## src/rtl/row_lif_accumulator.sv

```systemverilog
// row_lif_accumulator: per-column partial-sum accumulation with LIF thresholding and packet emission
module row_lif_accumulator #(
   parameter int NUM_COL   = 3,
   parameter int NUM_ACC   = 3,
   parameter int DATA_W    = 8,
   parameter int IN_W      = 39,
   parameter int COL_LSB   = 24,
   parameter int COL_W     = 2,
   parameter int ROW_W     = 2,
   parameter int ROW       = 1,
   parameter int THRESHOLD = 64,
   parameter int RST_MODE  = 0,
   localparam int OUT_W    = 2 + 8 + ROW_W + NUM_COL + NUM_COL * DATA_W
) (
   input  logic             clk,
   input  logic             rst_n,
   input  logic             in_valid,
   output logic             in_ready,
   input  logic [IN_W-1:0]  in_data,
   output logic             out_valid,
   input  logic             out_ready,
   output logic [OUT_W-1:0] out_data,
   output logic             err
);
   localparam int CNT_W = $clog2(NUM_ACC + 1);
   localparam logic [1:0] ACCUM = 2'd0, FIRE = 2'd1, SEND = 2'd2;
   logic [1:0] state;
   logic [DATA_W-1:0] pot [NUM_COL];
   logic [CNT_W-1:0] cnt [NUM_COL];
   logic [DATA_W-1:0] fired [NUM_COL];
   logic [DATA_W-1:0] sat_sum [NUM_COL];
   logic [DATA_W:0] sum;
   logic [NUM_COL-1:0] full, take, spikes;
   logic [NUM_COL*DATA_W-1:0] pots;
   logic [COL_W-1:0] col;
   logic [DATA_W-1:0] partial;
   logic accept, drop, unused_bits;
   assign unused_bits = ^in_data;
   assign col = in_data[COL_LSB+:COL_W];
   assign partial = in_data[DATA_W-1:0];
   // Counts are only seen full one cycle after the final accept, so in_ready drops for that cycle
   assign in_ready = rst_n && state == ACCUM && !(&full);
   assign accept = in_valid && in_ready;
   assign drop = accept && take == '0;
   always_comb begin
      sum = '0;
      for (int c = 0; c < NUM_COL; c++) begin
         full[c] = cnt[c] == CNT_W'(NUM_ACC);
         take[c] = int'(col) == c + 1 && !full[c];
         sum = {1'b0, pot[c]} + {1'b0, partial};
         sat_sum[c] = sum[DATA_W] ? '1 : sum[DATA_W-1:0];
         spikes[NUM_COL-1-c] = pot[c] >= DATA_W'(THRESHOLD);
         fired[c] = !spikes[NUM_COL-1-c] ? pot[c] : RST_MODE != 0 ? '0 : pot[c] - DATA_W'(THRESHOLD);
         pots[(NUM_COL-1-c)*DATA_W+:DATA_W] = fired[c];
      end
   end
   always_ff @(posedge clk) begin
      if (!rst_n) begin
         state <= ACCUM;
         out_valid <= 1'b0;
         out_data <= '0;
         err <= 1'b0;
         for (int c = 0; c < NUM_COL; c++) begin
            pot[c] <= '0;
            cnt[c] <= '0;
         end
      end else begin
         err <= drop;
         case (state)
            ACCUM: begin
               for (int c = 0; c < NUM_COL; c++)
                  if (accept && take[c]) begin
                     pot[c] <= sat_sum[c];
                     cnt[c] <= cnt[c] + CNT_W'(1);
                  end
               if (&full) state <= FIRE;
            end
            FIRE: begin
               for (int c = 0; c < NUM_COL; c++) pot[c] <= fired[c];
               out_data <= {2'b11, 8'h00, ROW_W'(ROW), spikes, pots};
               out_valid <= 1'b1;
               state <= SEND;
            end
            SEND: if (out_ready) begin
               out_valid <= 1'b0;
               for (int c = 0; c < NUM_COL; c++) cnt[c] <= '0;
               state <= ACCUM;
            end
            default: state <= ACCUM;
         endcase
      end
   end
endmodule

```

## config.mk

```make
export PLATFORM = sky130hd
export DESIGN_NAME = row_lif_accumulator
export DESIGN_NICKNAME = d
export VERILOG_FILES = /design/src/rtl/row_lif_accumulator.sv
export SDC_FILE = /design/constraint.sdc
export NUM_CORES = 1
export LEC_CHECK = 0
export ABC_AREA = 1
export CORE_ASPECT_RATIO = 1.1
export CORE_UTILIZATION = 39
export DETAILED_ROUTE_END_ITERATION = 16
export PLACE_DENSITY = 0.73
export SLEW_MARGIN = 20
export SYNTH_ARGS = -nofsm -noshare
export SYNTH_HDL_FRONTEND = slang
export SYNTH_SLANG_ARGS = --single-unit
```

## constraint.sdc

```tcl
create_clock -name clk -period 1.8 [get_ports clk]
set_clock_uncertainty 0.2 [all_clocks]
set_input_delay 0.45 -clock clk [delete_from_list [all_inputs] [get_ports clk]]
set_output_delay 0.45 -clock clk [all_outputs]
set_load 0.005 [all_outputs]
```

==> results of run 1 <==
## power by group through the flow
| stage | Sequential, mW | Combinational (mW) | Clock (mW) |
|---|---|---|---|
| finish | 1.58 | 0.996 | 1.26 |
| global route | 1.59 | 1.10 | 1.35 |
| CTS | 1.58 | 0.882 | 1.27 |
| detailed placement | 1.60 | 0.782 | 0 |
| global placement | 1.60 | 0.762 | 0 |
| floorplan | 1.60 | 0.500 | 0 |
## kinds of logic after synthesis
| kind of cell | after synthesis |
|---|---|
| and+or+nand+nor | 217 |
| buffers and inverters | 95 |
| DFF | 62 |
| AOI/OAI and AO/OA | 58 |
| adders and majority gates | 30 |
| xor gates and xnor gates | 6 |
| other | 1 |
## how the worst min path moves through the flow
| stage | from | endpoint | slack (ns) | depth (start not counted) |
|---|---|---|---|---|
| 2_1_floorplan | out_data[24] | out_data[24] | 0.26 | 2 |
| 3_3_place_gp | out_data[24] | out_data[24] | 0.25 | 2 |
| 3_5_place_dp | out_data[7] | out_data[7] | 0.26 | 2 |
| 4_1_cts | out_data[24] | out_data[24] | 0.27 | 2 |
| 5_1_grt | out_data[26] | out_data[26] | 0.28 | 2 |
| 6_report | out_data[25] | out_data[25] | 0.27 | 2 |
## area by class of cell
class | instances | area, um^2 | area share
Tap cell | 114 | 143 | 0.0260
Sequential cell | 62 | 1550 | 0.283
Timing Repair Buffer | 129 | 1140 | 0.208
Inverter | 74 | 289 | 0.0526
Multi-Input combinational cell | 320 | 2160 | 0.393
Clock inverter | 4 | 45.0 | 0.00820
Clock buffer | 12 | 155 | 0.0283
Antenna cell | 2 | 5.00 | 0.000911
## cells in the final DEF, fill, tap and decap left out, drive strengths merged
cell type      count
nand3             37
inv               72
dlygate4sd2       39
nor3               2
diode              2
dfxtp             32
nand3b             6
conb               9
clkdlybuf4s50      4
o21ai             25
xnor2              6
clkdlybuf4s15      1
nand2            114
fa                 3
ha                27
clkinvlp           1
bufinv             1
buf               84
nor2              58
clkbuf            13
edfxtp            30
clkinv             4
a21oi             33
## through the flow
step / power (mW) / area, um^2 / utilization / hold slack, ns
floorplan: 2.10 / 3810 / - / 0.256
global placement: 2.36 / 4750 / 0.530 / 0.255
detailed placement: 2.39 / 4750 / 0.530 / 0.259
CTS: 3.73 / 5170 / 0.577 / 0.269
global route: 4.03 / 5490 / 0.612 / 0.281
finish: 3.83 / 5490 / 0.613 / 0.267
## worst reg2reg max path, stage by stage, from the launching register on
cell and delay, ns:
sky130_fd_sc_hd__edfxtp_1 0.44, sky130_fd_sc_hd__ha_4 0.19, sky130_fd_sc_hd__inv_2 0.05, sky130_fd_sc_hd__fa_2 0.20, sky130_fd_sc_hd__inv_2 0.05, sky130_fd_sc_hd__nand3_2 0.07
sky130_fd_sc_hd__nand2_4 0.07, sky130_fd_sc_hd__a21oi_4 0.28, sky130_fd_sc_hd__nand3_1 0.13, sky130_fd_sc_hd__nand2_1 0.08, sky130_fd_sc_hd__nand2_1 0.05
## per-layer routing
metal / wire length, um / global-route usage / vias up
met3: 561 / 0.0526 / 16
met1: 4170 / 0.219 / 1594
met2: 4990 / 0.392 / 100
met5: 0 / 0 / -
li1: - / - / 1740
met4: 167 / 0.0592 / 0
## flip-flops by register name (all words and copies together), names as in the netlist
| signal | cells |
|---|---|
| out_data | 28 |
| err | 1 |
| state | 2 |
| pot | 24 |
| cnt | 6 |
| out_valid | 1 |
## repair_timing
action	4_1_cts	5_1_grt
pin swaps	22	12
cloned	0	1
gates resized for setup	95	34
setup buffers	11	14
setup endpoints to repair	92	61
==> results by group, run 1 <==
Synthesis
  • Post-Synth Adder-Cell Area: 0.109
  • Count of mapped cells out of synthesis: 469
  • Async S/R FF share, synth: 0
  • Main combinational cell family by area after synthesis: simple AND/OR/NAND/NOR gates
  • Synth warnings: 0
  • Post-synth EDFFs: 30
  • Leading register cell type out of synthesis: sky130_fd_sc_hd__dfxtp_1
  • Area share of the leading cell type in the synthesized netlist: 0.248
  • Sequential share of the synthesized area: 0.424
  • Mapped Avg Cell Area: a little under 8 um^2
  • Top area cells in the synthesized netlist: sky130_fd_sc_hd__edfxtp_1 (25%), sky130_fd_sc_hd__dfxtp_1 (18%), sky130_fd_sc_hd__nand2_1 (12%), sky130_fd_sc_hd__ha_1 (9.3%), sky130_fd_sc_hd__inv_1 (6.8%)
  • Most repeated cell in the gate-level netlist after synthesis: sky130_fd_sc_hd__nand2_1
  • Cell area after technology mapping: roughly 3600 um^2
  • Register bit total from synthesis: 62
  • Portion of netlist area occupied by mux cells: 0
  • Synth Area in Compound Gates: 0.0829
  • Share of the synthesized netlist area taken by xor and xnor gates: 0.0144
  • Cell types with the highest counts after synthesis: sky130_fd_sc_hd__nand2_1 (112), sky130_fd_sc_hd__inv_1 (66), sky130_fd_sc_hd__nor2_1 (56)
  • Simple-gate portion of the synthesized area: 0.253
  • Count of different cell masters after synthesis: 27
  • Largest area contributor in the synthesized netlist: sky130_fd_sc_hd__edfxtp_1

Global routing
  • Number of antenna violations at the first check in global routing: 2
  • Vias in the first global route: about 3300
  • Wire length of the first global-routing pass: around 15 mm
  • Maximum number of pins on one net before global-route repair: 31
  • Tot GR Track Use: 0.204
  • Sum of overflow across all layers after global routing: 0

Die
  • Count of pins on the block boundary: between 80 and 90
  • Height of the chip: ~100 um
  • Core region area: 8960 um^2
  • Placement row count: 36
  • Starting utilization of the core area: 0.406
  • Floorplan die area: 9720 um^2
  • Floorplan die width: about 94 um

Setup path
  • R2r startpoint: pot[0][8]
  • Worst-case register-to-register setup slack: -0.25 ns
  • Crit. path cell count: 10
  • End point of the critical path: pot[0][14]
  • Critical Path Source: pot[0][8]
  • Kind of cell with the highest combined delay on the critical path: flip-flops
  • Worst-case reg-to-reg path depth: 10
  • Arrival time of the worst setup path: 1.95 ns
  • Cell breakdown of the critical path: ha_4 -> inv_2 -> fa_2 -> inv_2 -> nand3_2 -> nand2_4 -> a21oi_4 -> nand3_1 -> nand2_1 -> nand2_1
  • Largest stage delay, worst path: ~0.44 ns
  • Reg2Reg Capture Point: pot[0][14]
  • Critical path class: reg -> reg
  • Largest fanout on the critical path: 8
  • WP data required: about 1.7 ns
  • Number of buffer and inverter stages on the critical path: 2
  • Slowest cell on the critical path: sky130_fd_sc_hd__edfxtp_1
  • Element type at the critical path end: flip-flop
  • Kind of launch point of the worst setup path: flip-flop

Min path
  • Type of the most critical hold path: reg -> reg

Detailed routing
  • Number of detailed-route iterations in the first pass: 5
  • Number of vias in the routed layout: approximately 3500
  • Post-route DRC violation count: 0
  • Avg Vias per Cell: slightly below 5
  • DRC violation total after the first TritonRoute iteration: approximately 180
  • Wire per inst: between 10 and 15 um
  • Count of nets left with antenna violations after detail routing: 0
  • Routed wire length: between 9 and 10 mm

Timing
  • Number of hold-slack violations in the final timing report: 0
  • Final period utilization: 1.14
  • Unrepaired setup endpoints after global routing: true
  • Final worst path period need: 2.05 ns
  • Setup TNS after final layout: -7.34 ns
  • Final-report max-slew violation count: 0
  • Crit path setup slack, layout: -0.254 ns
  • Final setup viols: 60
  • Fmax: between 0.4 and 0.5 GHz

Power and ir drop
  • Power per unit of standard cell area: around 700 nW/um^2
  • Clk network pwr share: 0.328
  • Cell internal power dissipation: about 2.7 mW
  • NetSw: 1.09 mW
  • Maximum vdd drop: 0.528 mV
  • Part of the power in registers: 0.412
  • Part of the power in combinational logic: 0.260
  • Switch share: 0.286
  • Leakage: around 2.8 nW

Clock network
  • Max Buffers Root-to-Sink: 2
  • Clock latency at the later pin of the worst-skew pair: between 0.3 and 0.4 ns
  • Clock transition at the registers of the reported paths: 0.07 ns
  • CTS tree: done
  • Clock root buffer: sky130_fd_sc_hd__clkbuf_8
  • H-tree levels: 3
  • Hold-fix buffers, CTS: 0
  • Number of clock sinks seen by CTS: 62
  • CTS buffer count: 9

Cells and area
  • Post-layout net count: around 670
  • Share of cells above drive strength 1: 0.311
  • Fillers: 744
  • Final cell count without fillers: about 720
  • Area Growth Syn to Fin: 50.9%

Outcome
  • Failing checks: negative setup slack
  • Result of the run: finished, violations left

Place
  • Placed cell count: roughly 670
  • Buffers on Ports: 46
  • DP HPWL: approximately 6.4 mm
  • Worst-case setup slack after placement: -0.864 ns
  • Final RePlAce weighted congestion: 0.903

Flow run
  • Total of max-cap violations: 0
No activity file was read; power rests on OpenSTA's default activity.
==> inputs of run 2 (changes only) <==
--- a/config.mk
+++ b/config.mk
@@ -9,6 +9,7 @@
 export CORE_ASPECT_RATIO = 1.1
 export CORE_UTILIZATION = 39
 export DETAILED_ROUTE_END_ITERATION = 16
+export HOLD_SLACK_MARGIN = 0.02
 export PLACE_DENSITY = 0.73
 export SLEW_MARGIN = 20
 export SYNTH_ARGS = -nofsm -noshare
==> results of run 2 <==
The final DEF is identical to that of run 1; final timing and power are the same.
==> inputs of run 3 (changes only) <==
--- a/config.mk
+++ b/config.mk
@@ -10,7 +10,7 @@
 export CORE_UTILIZATION = 39
 export DETAILED_ROUTE_END_ITERATION = 16
 export HOLD_SLACK_MARGIN = 0.02
-export PLACE_DENSITY = 0.73
+export PLACE_DENSITY = 0.71
 export SLEW_MARGIN = 20
 export SYNTH_ARGS = -nofsm -noshare
 export SYNTH_HDL_FRONTEND = slang
==> constraint.sdc (replaced) <==
create_clock -name clk -period 2.1 [get_ports clk]
set_clock_uncertainty 0.2 [all_clocks]
set_input_delay 0.525 -clock clk [delete_from_list [all_inputs] [get_ports clk]]
set_output_delay 0.525 -clock clk [all_outputs]
set_load 0.005 [all_outputs]
==> results by group, run 3 (synthesized netlist as in run 1, its figures left out) <==
Setup path
  • Kind of launch point of the worst setup path: primary input
  • Arrival time of the worst setup path: about 1.9 ns
  • WP data required: between 1.5 and 2 ns
  • End point of the critical path: pot[0][22]
  • Reg2Reg Capture Point: pot[0][21]
  • Worst-case register-to-register setup slack: around 0.09 ns
  • Critical Path Source: in_data[3]
  • Largest fanout on the critical path: 3
  • R2r startpoint: pot[0][16]
  • Worst-case reg-to-reg path depth: 10
  • Critical path class: in -> reg
  • Element type at the critical path end: flip-flop

Global routing
  • Vias in the first global route: roughly 3200
  • Number of antenna violations at the first check in global routing: 1
  • Sum of overflow across all layers after global routing: 0
  • Tot GR Track Use: 0.196
  • Maximum number of pins on one net before global-route repair: 31
  • Wire length of the first global-routing pass: approximately 15 mm

Cells and area
  • Final cell count without fillers: around 700
  • Post-layout net count: ~640
  • Area Growth Syn to Fin: 33.5%
  • Commonest non-fill, non-tap cell in the layout: sky130_fd_sc_hd__nand2_1
  • Commonest cells after routing, fill and taps aside: sky130_fd_sc_hd__nand2_1 (109), sky130_fd_sc_hd__inv_1 (62), sky130_fd_sc_hd__nor2_1 (56), sky130_fd_sc_hd__buf_4 (45), sky130_fd_sc_hd__clkdlybuf4s50_1 (36)
  • Largest registers ranked by flip-flop count: out_data: 28 flops, pot: 24 flops, cnt: 6 flops
  • Share of cells above drive strength 1: 0.199
  • Top reg by flops: out_data
  • Fin util: 0.542
  • Max reg flops: 28

Min path
  • Type of the most critical hold path: reg -> reg

Detailed routing
  • Avg Vias per Cell: approximately 4.7
  • Wire per inst: about 13 um
  • Post-route DRC violation count: 0
  • Number of vias in the routed layout: approximately 3200
  • Number of detailed-route iterations in the first pass: 4
  • DRC violation total after the first TritonRoute iteration: 188
  • Routed wire length: around 8.6 mm
  • Count of nets left with antenna violations after detail routing: 0

Die
  • Height of the chip: 103 um
  • Floorplan die width: 94.1 um
  • Count of pins on the block boundary: 85
  • Starting utilization of the core area: 0.406
  • Floorplan die area: 9720 um^2
  • Placement row count: 36
  • Core region area: 8960 um^2

Clock network
  • Clock transition at the registers of the reported paths: ~0.070 ns
  • Max Buffers Root-to-Sink: 2
  • Clock latency at the later pin of the worst-skew pair: roughly 0.34 ns
  • Clock root buffer: sky130_fd_sc_hd__clkbuf_8
  • CTS tree: done
  • Number of clock sinks seen by CTS: between 60 and 70
  • H-tree levels: 3
  • CTS buffer count: 9
  • Hold-fix buffers, CTS: 0

Timing
  • Number of hold-slack violations in the final timing report: 0
  • Fmax: slightly below 0.5 GHz
  • Unrepaired setup endpoints after global routing: true
  • Setup TNS after final layout: 0 ns
  • Final-report max-slew violation count: 0
  • Final period utilization: 0.965
  • Final setup viols: 0
  • Final worst path period need: 2.03 ns

Power and ir drop
  • NetSw: approximately 0.85 mW
  • Leakage: between 2 and 2.5 nW
  • Switch share: 0.281
  • Part of the power in registers: 0.447
  • Clk network pwr share: 0.331
  • Maximum vdd drop: 0.328 mV
  • Power per unit of standard cell area: around 620 nW/um^2
  • Part of the power in combinational logic: 0.222
  • Cell internal power dissipation: 2.18 mW

Place
  • DP HPWL: 6.21 mm
  • Buffers on Ports: 46
  • Final RePlAce weighted congestion: ~0.86
  • Placed cell count: about 660

Flow run
  • Total of max-cap violations: 0

Outcome
  • Result of the run: completed
run 3: cell count changes in the layout (fill, tap and decap cells not counted), sizes merged:
cell	change
clkdlybuf4s50	+32
clkinvlp	-1
clkinv	+1
inv	+1
diode	-1
buf	-34
clkdlybuf4s15	-1
dlygate4sd2	-32
run 3: critical path: stages:
cell	delay, ns
sky130_fd_sc_hd__dlygate4sd2_1	0.29
sky130_fd_sc_hd__ha_1	0.36
sky130_fd_sc_hd__a21oi_2	0.16
sky130_fd_sc_hd__nand2_2	0.08
sky130_fd_sc_hd__a21oi_2	0.16
sky130_fd_sc_hd__buf_4	0.14
sky130_fd_sc_hd__nand3_1	0.08
sky130_fd_sc_hd__nand2_1	0.06
sky130_fd_sc_hd__nand2_1	0.04
run 3: layout make-up:
type | count | area [um^2]
fillers | 816 | 4110
clock inverters | 5 | 50.0
flip-flops and latches | 62 | 1540
multi-input cells | 320 | 1870
repair buffers | 95 | 837
clock buffers | 11 | 131
diodes | 1 | 2.50
inverters | 74 | 282
well taps | 114 | 143
run 3: routing by layer:
| metal | track usage | share of wire |
|---|---|---|
| met1 | 0.227 | 0.43 |
| met2 | 0.354 | 0.50 |
| met3 | 0.0490 | 0.059 |
| met4 | 0.0639 | 0.0088 |
| met5 | 0 | 0 |
run 3: stage by stage:
step / instance area [um^2] / power [mW] / hold WS [ns] / setup WS, ns
after floorplan: 3670 / 1.76 / 0.256 / 0.0145
after global placement: 4500 / 1.97 / 0.258 / -0.641
after detailed placement: 4500 / 1.99 / 0.259 / -0.711
after CTS: 4780 / 3.02 / 0.268 / 0.0262
after global routing: 4860 / 3.20 / 0.281 / -0.0300
final: 4860 / 3.03 / 0.264 / 0.0725
run 3: worst min-delay path by stage:
stage	slack, ns	startpoint	endpoint	cells past startpoint
after floorplan	0.26	out_data[24]	out_data[24]	2
after CTS	0.27	out_data[26]	out_data[26]	2
after detailed placement	0.26	out_data[26]	out_data[26]	2
after global placement	0.26	out_data[26]	out_data[26]	2
final	0.26	out_data[26]	out_data[26]	2
after global routing	0.28	out_data[26]	out_data[26]	2
run 3: power by group through the flow:
stage	clock network (mW)	logic, mW	registers [mW]
CTS	1.02	0.642	1.35
global placement	0	0.592	1.37
floorplan	0	0.391	1.37
global route	1.07	0.762	1.36
finish	1.00	0.673	1.36
detailed placement	0	0.616	1.38
run 3: timing repair:
action | CTS | global route
endpoints found under the setup margin | 31 | 23
pin swaps | 6 | 2
resized for setup | 34 | 16
buffers inserted | 1 | 2
cloned | 0 | 0
endpoints found under the hold margin | 0 | 0
